`config.mk`:
```
export PLATFORM = sky130hd
export DESIGN_NAME = canny_gradient_pack
export DESIGN_NICKNAME = d
export VERILOG_FILES = /design/src/rtl/canny_pkg.sv /design/src/rtl/canny_dir_quant.sv /design/src/rtl/canny_gradient_pack.sv
export SDC_FILE = /design/constraint.sdc
export NUM_CORES = 1
export LEC_CHECK = 0
export BUFFER_PORTS_ARGS = -buffer_cell sky130_fd_sc_hd__buf_4
export CORE_MARGIN = 1.5
export CORE_UTILIZATION = 65
export CTS_BUF_LIST = sky130_fd_sc_hd__clkbuf_16
export CTS_CLUSTER_DIAMETER = 200
export DETAILED_ROUTE_END_ITERATION = 10
export PLACE_DENSITY = 0.9
export SLEW_MARGIN = 20
export SYNTH_ARGS = -nofsm -noshare
export SYNTH_HDL_FRONTEND = slang
export SYNTH_SLANG_ARGS = --single-unit
export TNS_END_PERCENT = 5
```
`constraint.sdc`:
```
create_clock -name clk -period 10 [get_ports clk]
set_input_delay 0.5 -clock clk [delete_from_list [all_inputs] [get_ports clk]]
set_output_delay 0.5 -clock clk [all_outputs]
set_load 0.005 [all_outputs]
```
`src/rtl/canny_pkg.sv`:
```
// Shared definitions for the Canny gradient stages: packed-word field
// positions, one-hot NMS direction codes, class codes and tangent constants.
package canny_pkg;

    // Field positions inside the packed 16-bit gradient word {class, dir, mag}
    localparam int MAG_LSB = 0;
    localparam int DIR_LSB = 10;
    localparam int CLS_LSB = 14;

    // tan(22.5 deg) and tan(67.5 deg) in Q8
    localparam int TAN22_Q8 = 106;
    localparam int TAN67_Q8 = 618;

    // One-hot comparison axis used by non-maximum suppression.
    // DIR_D45 compares p13/p31 (gx, gy of opposite sign);
    // DIR_D135 compares p11/p33 (gx, gy of the same sign).
    typedef enum logic [3:0] {
        DIR_NONE = 4'b0000,
        DIR_H    = 4'b0001,
        DIR_D45  = 4'b0010,
        DIR_V    = 4'b0100,
        DIR_D135 = 4'b1000
    } dir_e;

    // Hysteresis class of a pixel
    typedef enum logic [1:0] {
        CLS_NONE   = 2'b00,
        CLS_WEAK   = 2'b01,
        CLS_STRONG = 2'b10
    } cls_e;

endpackage

```
`src/rtl/canny_dir_quant.sv`:
```
// Second pipeline stage of the gradient direction path: quantises the
// gradient angle to one of four NMS axes using Q8 tangent products.
module canny_dir_quant
    import canny_pkg::*;
#(
    parameter int GRAD_WIDTH = 11
) (
    input  logic                  clk,
    input  logic                  rst_s,
    input  logic [GRAD_WIDTH-1:0] abs_x,
    input  logic [GRAD_WIDTH-1:0] abs_y,
    input  logic                  same_sign,
    output dir_e                  dir_q
);

    // Products are kept wide enough that no bit of |g| * 618 is lost
    localparam int PW = GRAD_WIDTH + 10;

    logic [PW-1:0] ay_scaled;
    logic [PW-1:0] ax_tan22;
    logic [PW-1:0] ax_tan67;
    dir_e          dir_d;

    // Compare ay against ax*tan22.5 and ax*tan67.5; equality falls to a diagonal
    always_comb begin
        ay_scaled = PW'(abs_y) << 8;
        ax_tan22  = PW'(abs_x) * PW'(TAN22_Q8);
        ax_tan67  = PW'(abs_x) * PW'(TAN67_Q8);
        dir_d     = DIR_NONE;
        if (abs_x == '0 && abs_y == '0) begin
            dir_d = DIR_NONE;
        end else if (ay_scaled < ax_tan22) begin
            dir_d = DIR_H;
        end else if (ay_scaled > ax_tan67) begin
            dir_d = DIR_V;
        end else if (same_sign) begin
            dir_d = DIR_D135;
        end else begin
            dir_d = DIR_D45;
        end
    end

    // Register the direction code alongside the magnitude of the same pixel
    always_ff @(posedge clk) begin
        if (rst_s) begin
            dir_q <= DIR_NONE;
        end else begin
            dir_q <= dir_d;
        end
    end

endmodule

```
`src/rtl/canny_gradient_pack.sv`:
```
// Packs Sobel gradients into {class, dir, mag} words for NMS, with
// frame-latched double thresholds and a per-frame strong-pixel count.
module canny_gradient_pack
    import canny_pkg::*;
#(
    parameter int GRAD_WIDTH = 11,
    parameter int DATA_WIDTH = 16,
    parameter int CNT_WIDTH  = 20
) (
    input  logic                         clk,
    input  logic                         rst_s,
    input  logic                         per_frame_vsync,
    input  logic                         per_frame_href,
    input  logic                         per_frame_clken,
    input  logic signed [GRAD_WIDTH-1:0] grad_x,
    input  logic signed [GRAD_WIDTH-1:0] grad_y,
    input  logic [9:0]                   thr_high,
    input  logic [9:0]                   thr_low,
    output logic                         grandient_vs,
    output logic                         grandient_hs,
    output logic                         grandient_de,
    output logic [DATA_WIDTH-1:0]        gra_path,
    output logic [CNT_WIDTH-1:0]         frame_strong_cnt,
    output logic                         frame_done
);

    // Input-side frame edge detect and threshold latches
    logic vsync_prev_q, vsync_prev_d;
    logic [9:0] thr_high_l_q, thr_high_l_d;
    logic [9:0] thr_low_l_q, thr_low_l_d;
    // S1: absolute values, sign relation, strobes
    logic [GRAD_WIDTH-1:0] abs_x_q, abs_x_d;
    logic [GRAD_WIDTH-1:0] abs_y_q, abs_y_d;
    logic same_sign_q, same_sign_d;
    logic vs1_q, vs1_d, hs1_q, hs1_d, de1_q, de1_d;
    // S2: saturated magnitude (direction lives in the sub-module)
    logic [GRAD_WIDTH:0] mag_sum;
    logic [9:0] mag2_q, mag2_d;
    logic vs2_q, vs2_d, hs2_q, hs2_d, de2_q, de2_d;
    dir_e dir2_q;
    // S3: class and packed word
    cls_e cls_d;
    logic [DATA_WIDTH-1:0] gra_path_q, gra_path_d;
    logic vs3_q, vs3_d, hs3_q, hs3_d, de3_q, de3_d;
    // Output-side strong-pixel accounting
    logic strong_out, out_fall;
    logic [CNT_WIDTH-1:0] acc_inc;
    logic [CNT_WIDTH-1:0] acc_q, acc_d;
    logic [CNT_WIDTH-1:0] cnt_q, cnt_d;
    logic done_q, done_d;
    logic gx_pos, gx_neg, gy_pos, gy_neg;

    // Next-state logic for every pipeline stage and the frame counter
    always_comb begin
        // Thresholds only move on the input vsync rising edge
        vsync_prev_d = per_frame_vsync;
        thr_high_l_d = thr_high_l_q;
        thr_low_l_d  = thr_low_l_q;
        if (per_frame_vsync && !vsync_prev_q) begin
            thr_high_l_d = thr_high;
            thr_low_l_d  = thr_low;
        end

        // S1: -(-2^(W-1)) wraps to 2^(W-1), which is correct read as unsigned
        gx_neg      = grad_x[GRAD_WIDTH-1];
        gy_neg      = grad_y[GRAD_WIDTH-1];
        gx_pos      = !gx_neg && (grad_x != '0);
        gy_pos      = !gy_neg && (grad_y != '0);
        abs_x_d     = gx_neg ? $unsigned(-grad_x) : $unsigned(grad_x);
        abs_y_d     = gy_neg ? $unsigned(-grad_y) : $unsigned(grad_y);
        same_sign_d = (gx_pos && gy_pos) || (gx_neg && gy_neg);
        vs1_d       = per_frame_vsync;
        hs1_d       = per_frame_href;
        de1_d       = per_frame_clken;

        // S2: L1 magnitude saturated to the 10-bit field
        mag_sum = {1'b0, abs_x_q} + {1'b0, abs_y_q};
        mag2_d  = (mag_sum > (GRAD_WIDTH + 1)'(1023)) ? 10'h3FF : mag_sum[9:0];
        vs2_d   = vs1_q;
        hs2_d   = hs1_q;
        de2_d   = de1_q;

        // S3: classify against this frame's thresholds and pack
        cls_d = CLS_NONE;
        if (mag2_q >= thr_high_l_q) begin
            cls_d = CLS_STRONG;
        end else if (mag2_q >= thr_low_l_q) begin
            cls_d = CLS_WEAK;
        end
        gra_path_d = '0;
        if (de2_q) begin
            gra_path_d[CLS_LSB +: 2] = cls_d;
            gra_path_d[DIR_LSB +: 4] = dir2_q;
            gra_path_d[MAG_LSB +: 10] = mag2_q;
        end
        vs3_d = vs2_q;
        hs3_d = hs2_q;
        de3_d = de2_q;

        // Count pixels as they leave; the frame closes when output vsync falls,
        // so the pixel on the output in that same cycle still belongs to it
        strong_out = de3_q && (gra_path_q[CLS_LSB +: 2] == CLS_STRONG);
        acc_inc    = acc_q;
        if (strong_out && (acc_q != '1)) begin
            acc_inc = acc_q + 1'b1;
        end
        out_fall = vs3_q && !vs2_q;
        acc_d    = acc_inc;
        cnt_d    = cnt_q;
        done_d   = 1'b0;
        if (out_fall) begin
            cnt_d  = acc_inc;
            acc_d  = '0;
            done_d = 1'b1;
        end
    end

    // State registers; reset drops in-flight pixels and reopens the thresholds
    always_ff @(posedge clk) begin
        if (rst_s) begin
            vsync_prev_q <= 1'b0;
            thr_high_l_q <= 10'h3FF;
            thr_low_l_q  <= 10'h3FF;
            abs_x_q      <= '0;
            abs_y_q      <= '0;
            same_sign_q  <= 1'b0;
            vs1_q        <= 1'b0;
            hs1_q        <= 1'b0;
            de1_q        <= 1'b0;
            mag2_q       <= '0;
            vs2_q        <= 1'b0;
            hs2_q        <= 1'b0;
            de2_q        <= 1'b0;
            gra_path_q   <= '0;
            vs3_q        <= 1'b0;
            hs3_q        <= 1'b0;
            de3_q        <= 1'b0;
            acc_q        <= '0;
            cnt_q        <= '0;
            done_q       <= 1'b0;
        end else begin
            vsync_prev_q <= vsync_prev_d;
            thr_high_l_q <= thr_high_l_d;
            thr_low_l_q  <= thr_low_l_d;
            abs_x_q      <= abs_x_d;
            abs_y_q      <= abs_y_d;
            same_sign_q  <= same_sign_d;
            vs1_q        <= vs1_d;
            hs1_q        <= hs1_d;
            de1_q        <= de1_d;
            mag2_q       <= mag2_d;
            vs2_q        <= vs2_d;
            hs2_q        <= hs2_d;
            de2_q        <= de2_d;
            gra_path_q   <= gra_path_d;
            vs3_q        <= vs3_d;
            hs3_q        <= hs3_d;
            de3_q        <= de3_d;
            acc_q        <= acc_d;
            cnt_q        <= cnt_d;
            done_q       <= done_d;
        end
    end

    canny_dir_quant #(
        .GRAD_WIDTH (GRAD_WIDTH)
    ) u_dir_quant (
        .clk       (clk),
        .rst_s     (rst_s),
        .abs_x     (abs_x_q),
        .abs_y     (abs_y_q),
        .same_sign (same_sign_q),
        .dir_q     (dir2_q)
    );

    assign grandient_vs     = vs3_q;
    assign grandient_hs     = hs3_q;
    assign grandient_de     = de3_q;
    assign gra_path         = gra_path_q;
    assign frame_strong_cnt = cnt_q;
    assign frame_done       = done_q;

endmodule

```
## Yosys cells after proc, flatten, opt, wreduce, memory -nomap -nowiden

Cells that the tools add are included.

| word-level totals | value |
|---|---|
| bits in registers | 123 |
| latch bits | 0 |
| bits in writable memories | 0 |
| memory bits (read-only) | 0 |
| input bits | 47 |
| output and inout bits | 40 |
| word-level logic and storage cells | 77 |
| memories | 0 |

| operators by class | value |
|---|---|
| $add $sub $neg | 4 |
| multiply operators | 2 |
| divide/modulo/power cells | 0 |
| order comparisons | 5 |
| eq/ne operators | 2 |
| shifts and indexed selects | 0 |
| muxes and demuxes | 10 |
| bitwise gates (word level) | 3 |
| reduce and logical (&&, ||, !) cells | 26 |

Operators with widths:

| operator | count |
|---|---|
| $mux W10 | 3 |
| $logic_not A11 Y1 | 2 |
| $neg A11 Y11 | 2 |
| $reduce_bool A11 Y1 | 2 |
| $gt A19 B21 Y1 | 1 |
| $add A20 B1 Y20 const B | 1 |
| $ge A10 B10 Y1 | 2 |
| $mul A11 B9 Y20 const B | 1 |
| $mux W20 | 1 |
| $ne A20 B20 Y1 const B | 1 |
| $lt A19 B18 Y1 | 1 |
| $mul A11 B6 Y17 const B | 1 |
| $add A11 B11 Y12 | 1 |
| $gt A12 B10 Y1 const B | 1 |
| $reduce_or A2 Y1 | 5 |
| $logic_and A1 B1 Y1 | 9 |
| $reduce_or A3 Y1 | 2 |
| $logic_not A1 Y1 | 4 |
| $mux W4 | 1 |
| $reduce_or A4 Y1 | 1 |
| $mux W1 | 3 |
| $mux W3 | 1 |
| $not A1 Y1 | 3 |
| $eq A2 B2 Y1 const B | 1 |
| other kinds (2) | 2 |

## Logic depth before layout (Yosys ltp)

Gate-level depths: netlist of the first run.

| logic depth | value |
|---|---|
| depth after elaboration | 4 |
| gate-level depth with buffers | 22 |
| gate-level depth less buffers | 22 |

## Cells and area by module

A second synthesis of the first run with hierarchy kept.

| unflattened totals | value |
|---|---|
| cells, all modules | 979 |
| area total of the unflattened synthesis | 8,754.6 µm² |

Modules (own cells, without submodules):

| module | times used | cells each | area each (µm²) | sequential area each (µm²) |
|---|---|---|---|---|
| canny_gradient_pack | 1 | 552 | 5,122.4 | 2,382.3 |
| canny_dir_quant | 1 | 427 | 3,632.2 | 80.1 |

## Worst setup path before layout of the first run

No wires, ideal clock.

| timing path | value |
|---|---|
| path type | register to register |
| start | register abs_x_q[9] |
| end | register u_dir_quant.dir_q[2] |
| library setup time | 60 ps |
| data arrival time | 5,112 ps |
| data required time | 9,940 ps |
| slack | 4,828 ps |
| stages on the path, launching flop included | 20 |
| buffers on the path | 0 |
| clock period less this slack | 5,172 ps |
| cells stage by stage | dfxtp_1 -> ha_1 -> inv_1 -> fa_1 -> fa_1 -> fa_1 -> inv_1 -> ha_1 -> o21a_1 -> o31a_1 -> o21ai_0 -> a21oi_1 -> a21boi_0 -> xor2_1 -> ha_1 -> and4_1 -> and3_1 -> a2111o_1 -> a2111oi_4 -> and3_1 |

| between the ends | value |
|---|---|
| word-level cells in the longest chain between the ends | 3 |
| elaborated cells between the ends (all ways) | 8 |
| those cells by class | mul (2); order compare (2); mux (1); reduce/logical (3) |

RTL lines:

| item | RTL line | text |
|---|---|---|
| start, declared | canny_gradient_pack.sv:32 | `logic [GRAD_WIDTH-1:0] abs_x_q, abs_x_d;` |
| start signal, assigned | canny_gradient_pack.sv:145 | `abs_x_q <= abs_x_d;` |
| $mul A11 B6 Y17 (tied with other cells) | canny_dir_quant.sv:27 | `ax_tan22 = PW'(abs_x) * PW'(TAN22_Q8);` |
| $lt A19 B18 Y1 (tied with other cells) | canny_dir_quant.sv:32 | `end else if (ay_scaled < ax_tan22) begin` |
| $reduce_or A3 Y1 (no source line) or $mux W3 (tied branches) | - |  |
| end signal, assigned | canny_dir_quant.sv:48 | `dir_q <= dir_d;` |
| end, declared | canny_dir_quant.sv:13 | `output dir_e dir_q` |

Several ways; a longest one is shown, not always the timed one.
A chain may end at the register's enable or synchronous reset.

## Worst setup path after layout of the first run

Same ends and word-level chain as after synthesis.

==> results.toml, run 1 <==
[outcome]
status = "complete, no violations"

[routing]
wl_per_cell_microns = 17.3
viasPerCell = 5.78
vias = 7107
drtIter0Drc = 400
drc = 0
wl_mm = 21.2
drt_pass1_iterations = 5
drtAntennaViolNets = 0

[timing]
final-setup-viol-count = 0
clock.fmax_ghz = 0.176
rsz0062_at_grt = "no"
min_period_ns = 5.67
slew_headroom_pct = 29.9
tightest_slew_ns = 1.05
fin_tns_setup_ns = 0
fin_hold_ws_ns = 0.282
finalCritPeriodShare_pct = 56.7
slew_viol_final = 0
hold_viol_final = 0
fin_skew_ns = 0.0109

[yosys]
synth_top_flop_cell = "dfxtp_1"
synthAdderAreaFrac_pct = 28.9
ys_seq_area_share_pct = 28.4
mappedNetlistArea_sq_um = 8680
ys_warn_count = 0
syn_area_per_cell_sq_um = 9.11
synth_compound_area_share_pct = 14.4
synth-edff-count = 0
yosysTopAreaCell = "dfxtp_1"
ys_types = 65
synth_xor_area_share_pct = 6.25
yosys-top-cells-area = "dfxtp_1, ha_1, fa_1, inv_1, xor2_1"
synthArstFlopShare_pct = 0
synth_top_family_by_area = "adder cells"
muxShareOfSynthArea_pct = 0.504
synth_top_area_share_pct = 28.4
yosysMostFrequentCell = "inv_1"
syn_inst = 953
synth_common_cells = "inv_1, ha_1, dfxtp_1"
syn_nets = 1177
synth_seq_cells = 123
yosys.area_share.simple_pct = 14.8

[floorplanning]
rows = 42
start_util_pct = 66.1
die_w_microns = 119
die_h_microns = 119
core_sq_um = 13100
pin_count = 87
die-area_sq_um = 14100

[worst_setup_path]
r2r_slack_ns = 4.33
end_kind = "register"
arrival_ns = 6.03
critical_path.cell_chain = "inv_1, ha_1, ha_1, inv_1, fa_1, fa_1, inv_1, ha_1, nand2_1, o21ai_0, nor2_1, a21oi_1, a21boi_0, xor2_1, ha_1, and4_1, and3_1, a2111o_1, a2111oi_4, and3_1"
critPathRequiredTime_ns = 10.36
reg2reg_depth = 20
startpoint_type = "register"
slowest_stage = "dfxtp_1"
worst-path-buf-inv = 3
cp_common_cell = "ha_1"
reg2reg_from = "abs_x_q[9]"
path_max_fanout = 8
worstReg2RegEnd = "u_dir_quant.dir_q[2]"
crit_family = "adder cells"
worstSetupPathType = "register to register"
critPathMaxStageDelay_ns = 0.57

[clocking]
cts_buffers = 17
cts_resized = 0
clk_pin_slew_ns = 0.06
cts.path.max_buffers = 2
hold_buffers = 0
cts_sinks = 123
worstSkewPairLatency_ns = 0.42
cts_tree = "yes"
root_buffer = "clkbuf_16"
cts_htree_levels = 4
post_cts_buffers = 0

[placement]
portBuffers = 86
dpl.hpwl_mm = 15.5
place_congestion = 0.945

[global_route]
overflow = 0
grt_busiest_layer = "met2"
grt_pass1_vias = 7247
grt_pass1_wl_mm = 34.4
grt_use_met1_pct = 35.3
gr-usage-all-layers_pct = 30.9
grt_use_met3_pct = 7.09
grt_max_degree = 67
antenna_found_initial = 1
grt_use_met2_pct = 53.9

[finish]
drive_above_1_share_pct = 13.2
fillerInstances = 846
area_growth_pct = 16.2
final_net_count = 1264
antenna_cells = 0

[job]
drv_cap = 0

[power_and_ir_drop]
power_w = 0.00181
power_density_nw_per_um2 = 180
power.leakage_nw = 5.04
irDropWorstVdd_mv = 0.119

[min_path]
hp-start = "thr_high[7]"
hold_end = "thr_high_l_q[7]"
hold_path_depth = 2
hp-class = "primary input to register"
[how the worst max path moves through the flow]
stage                from                    to  slack [ns]  cells past startpoint
6_report       abs_x_q[9]  u_dir_quant.dir_q[2]        4.33                     20
4_1_cts        abs_x_q[9]  u_dir_quant.dir_q[2]        4.37                     19
2_1_floorplan  abs_x_q[9]  u_dir_quant.dir_q[2]        4.83                     19
3_3_place_gp   abs_x_q[9]  u_dir_quant.dir_q[2]        4.57                     19
5_1_grt        abs_x_q[9]  u_dir_quant.dir_q[2]        4.07                     19
3_5_place_dp   abs_x_q[9]  u_dir_quant.dir_q[2]        4.39                     19
[cell usage in the layout (no fill, tap or decap), types with 5 or more instances in the layout]
master,instances
inv_1,140
ha_1,138
dfxtp_1,123
buf_4,88
nor2_1,82
o21ai_0,43
a21oi_1,40
nand2_1,40
fa_1,39
xor2_1,37
xnor2_1,25
a211o_1,22
and2_1,20
a21o_1,17
nand3_1,17
nor2b_1,17
clkbuf_16,17
nor3_1,13
nand2b_1,11
or3_1,10
o31ai_1,8
nor4_1,7
and3_1,7
o21ai_1,5
[metrics by stage]
stage          util [%]  setup slack [ns]  cell area, sq um  cells
2_1_floorplan         -              4.83              8680    953
3_3_place_gp       72.2              4.57              9490   1197
3_5_place_dp       72.2              4.39              9490   1197
4_1_cts            76.8              4.37             10100   1229
5_1_grt            76.8              4.07             10100   1229
6_report           76.8              4.33             10100   1229
[cell type report]
cell class | instances | area [sq um] | area share [%]
Clock inverter | 15 | 173 | 1.71
Sequential cell | 123 | 2460 | 24.4
Multi-Input combinational cell | 671 | 5630 | 55.8
Inverter | 139 | 522 | 5.17
Clock buffer | 17 | 425 | 4.22
Timing Repair Buffer | 88 | 661 | 6.55
Tap cell | 176 | 220 | 2.18
[worst reg2reg max path, stage by stage (launching register included)]
cell and delay [ns]:
dfxtp_1 0.57, inv_1 0.13, ha_1 0.32, ha_1 0.29, inv_1 0.05, fa_1 0.48, fa_1 0.55, inv_1 0.04
ha_1 0.39, nand2_1 0.09, o21ai_0 0.23, nor2_1 0.08, a21oi_1 0.38, a21boi_0 0.21, xor2_1 0.18, ha_1 0.29
and4_1 0.21, and3_1 0.14, a2111o_1 0.38, a2111oi_4 0.40, and3_1 0.20
[report_power, final]
part | switching [W] | internal, W | total, W
Sequential | 0.0000282 | 0.000514 | 0.000542
Clock | 0.000229 | 0.000391 | 0.000620
Combinational | 0.000367 | 0.000284 | 0.000651
Total | 0.000625 | 0.00119 | 0.00181
[logic make-up (layout without fill, tap and decap cells)]
| group | after synthesis | count (layout) |
|---|---|---|
| muxes | 4 | 4 |
| adders and majority gates | 177 | 177 |
| buffers and inverters | 159 | 259 |
| and+or+nand+nor | 249 | 249 |
| AOI/OAI and AO/OA | 179 | 179 |
| DFF | 123 | 123 |
| xor gates and xnor gates | 62 | 62 |
[registers in the layout, indices dropped and copies added (netlist names), 4 cells and up]
name	cells
thr_high_l_q	10
thr_low_l_q	10
u_dir_quant.dir_q	4
gra_path	16
mag2_q	10
abs_y_q	11
abs_x_q	11
acc_q	20
frame_strong_cnt	20
[metal layers]
| metal | vias to the layer above | wire length (microns) |
|---|---|---|
| met5 | - | 0 |
| met4 | 0 | 1070 |
| met1 | 3318 | 8320 |
| met2 | 287 | 10400 |
| li1 | 3415 | - |
| met3 | 87 | 1430 |
No activity file was read; power rests on OpenSTA's default activity.
==> run 2, diff against run 1 <==
- CORE_UTILIZATION: 65 -> 60
- PLACE_DENSITY: 0.9 -> 0.84
- clock period: 10 -> 5.7 ns (I/O delays scaled with it)
==> run 2 against run 1 <==
Largest power group unchanged. Clock power grew 61%. Global-route usage shrank 3.1 points. Non-clock buffer count rose by 1. Critical path type unchanged. Count of clock-buffer cells in the layout did not move. Die area up 8.1%. Combinational power increased by 72%. Final cell count rose by 0.41%.
==> results.toml, run 2 (synthesized netlist as in run 1, its figures left out) <==
[routing]
drt_pass1_iterations = 5
drc = 0
drtAntennaViolNets = 0
drtIter0Drc = 411
viasPerCell = 5.62
vias = 6941
wl_per_cell_microns = 16.2
wl_mm = 20.0

[timing]
final-setup-viol-count = 0
fin_ws_ns = 0.194
hold_viol_final = 0
fin_skew_ns = 0.00779
tightest_slew_ns = 0.955
clock.fmax_ghz = 0.182
slew_viol_final = 0
finalCritPeriodShare_pct = 96.6
rsz0062_at_grt = "no"
fin_tns_setup_ns = 0
slew_headroom_pct = 36.2
min_period_ns = 5.51

[global_route]
overflow = 0
grt_pass1_vias = 7021
gr-usage-all-layers_pct = 27.8
antenna_found_initial = 0
grt_max_degree = 67
grt_pass1_wl_mm = 32.8

[floorplanning]
core_sq_um = 14000
start_util_pct = 62.1
die_w_microns = 123
die_h_microns = 123
rows = 43
die-area_sq_um = 15200
pin_count = 87

[placement]
placed_area_sq_um = 9500
dp_worst_setup_slack_ns = 0.155
portBuffers = 86
place_congestion = 0.945
dpl.hpwl_mm = 14.9

[worst_setup_path]
end_kind = "register"
arrival_ns = 5.87
critPathMaxStageDelay_ns = 0.58
critPathRequiredTime_ns = 6.06
cp_common_cell = "ha_1"
worstSetupPathType = "register to register"
critical_path.cell_chain = "ha_1, fa_1, ha_1, inv_1, fa_1, inv_1, ha_1, a211oi_2, o21ai_0, and2_1, a31o_2, a31oi_1, xor2_1, ha_1, and4_1, and3_1, a2111o_1, a2111oi_4, and3_1"
r2r_slack_ns = 0.19
startpoint_type = "register"
slowest_stage = "fa_1"
path_max_fanout = 7

[power_and_ir_drop]
power_w = 0.00307
power_density_nw_per_um2 = 305
irDropWorstVdd_mv = 0.278
power.leakage_nw = 5.02

[finish]
ff_latch_area_sq_um = 2470
fillerInstances = 1042
most-common-layout-cells = "inv_1, ha_1, dfxtp_1"
drive_above_1_share_pct = 14.3
final_net_count = 1265
fin_area_sq_um = 10100
final_common_cell = "inv_1"
area_growth_pct = 16.0
multiInputGateArea_sq_um = 5630
antenna_cells = 0

[clocking]
cts_htree_levels = 4
hold_buffers = 0
cts_tree = "yes"
clk_pin_slew_ns = 0.06
cts.path.max_buffers = 2
cts_sinks = 123
cts_buffers = 17
worstSkewPairLatency_ns = 0.42
root_buffer = "clkbuf_16"

[min_path]
hp-class = "primary input to register"

[outcome]
status = "complete, no violations"

[job]
drv_cap = 0
## run 2: cell types whose count changed in the layout (fill, tap and decap cells not counted), sizes merged
cell,before,now
buf,88,89
bufinv,3,1
clkinv,8,7
clkinvlp,1,3
inv,142,143
## run 2: metal layers
metal / track usage [%] / vias up / share of wire [%]
met5: 0 / - / 0
met4: 12.1 / 0 / 3.4
met3: 5.44 / 60 / 5.5
met2: 47.7 / 217 / 48
met1: 33.9 / 3253 / 43
li1: - / 3411 / -
## run 2: final timing paths
check / from / endpoint / cells past startpoint
worst max-delay path: abs_x_q[4] / u_dir_quant.dir_q[2] / 19
worst min-delay path: thr_low[1] / thr_low_l_q[1] / 2
worst max register to register: abs_x_q[4] / u_dir_quant.dir_q[2] / 19
worst min register to register: same_sign_q / u_dir_quant.dir_q[1] / 1
## run 2: timing repair
item                                    CTS  global route
resized for setup                         0            12
endpoints found under the setup margin    0             3
buffers inserted                          0             0
## run 2: area by class of cell
cell class,instances,share of cell area (%)
Timing Repair Buffer,89,6.63
Multi-Input combinational cell,671,55.9
Clock buffer,17,4.22
Inverter,139,5.18
Sequential cell,123,24.6
Clock inverter,15,1.23
Tap cell,180,2.24
## run 2: worst max-delay path: cells and delay by family (launching register included)
kind | cells | cell delay, ns
xor+xnor | 1 | 0.17
compound gates | 6 | 1.79
flops | 1 | 0.37
fa+ha+maj | 6 | 2.26
buf+inv | 2 | 0.11
simple gates | 4 | 0.74
## run 2: through the flow
stage	hold WS (ns)	cells	utilization, %
2_1_floorplan	0.391	953	-
3_3_place_gp	0.401	1202	67.9
3_5_place_dp	0.406	1202	67.9
4_1_cts	0.0535	1234	71.9
5_1_grt	0.0611	1234	72.0
6_report	0.0652	1234	72.0
## run 2: power breakdown
| part | internal [W] | switching (W) |
|---|---|---|
| combinational | 0.000489 | 0.000630 |
| sequential | 0.000903 | 0.0000470 |
| clock | 0.000596 | 0.000405 |
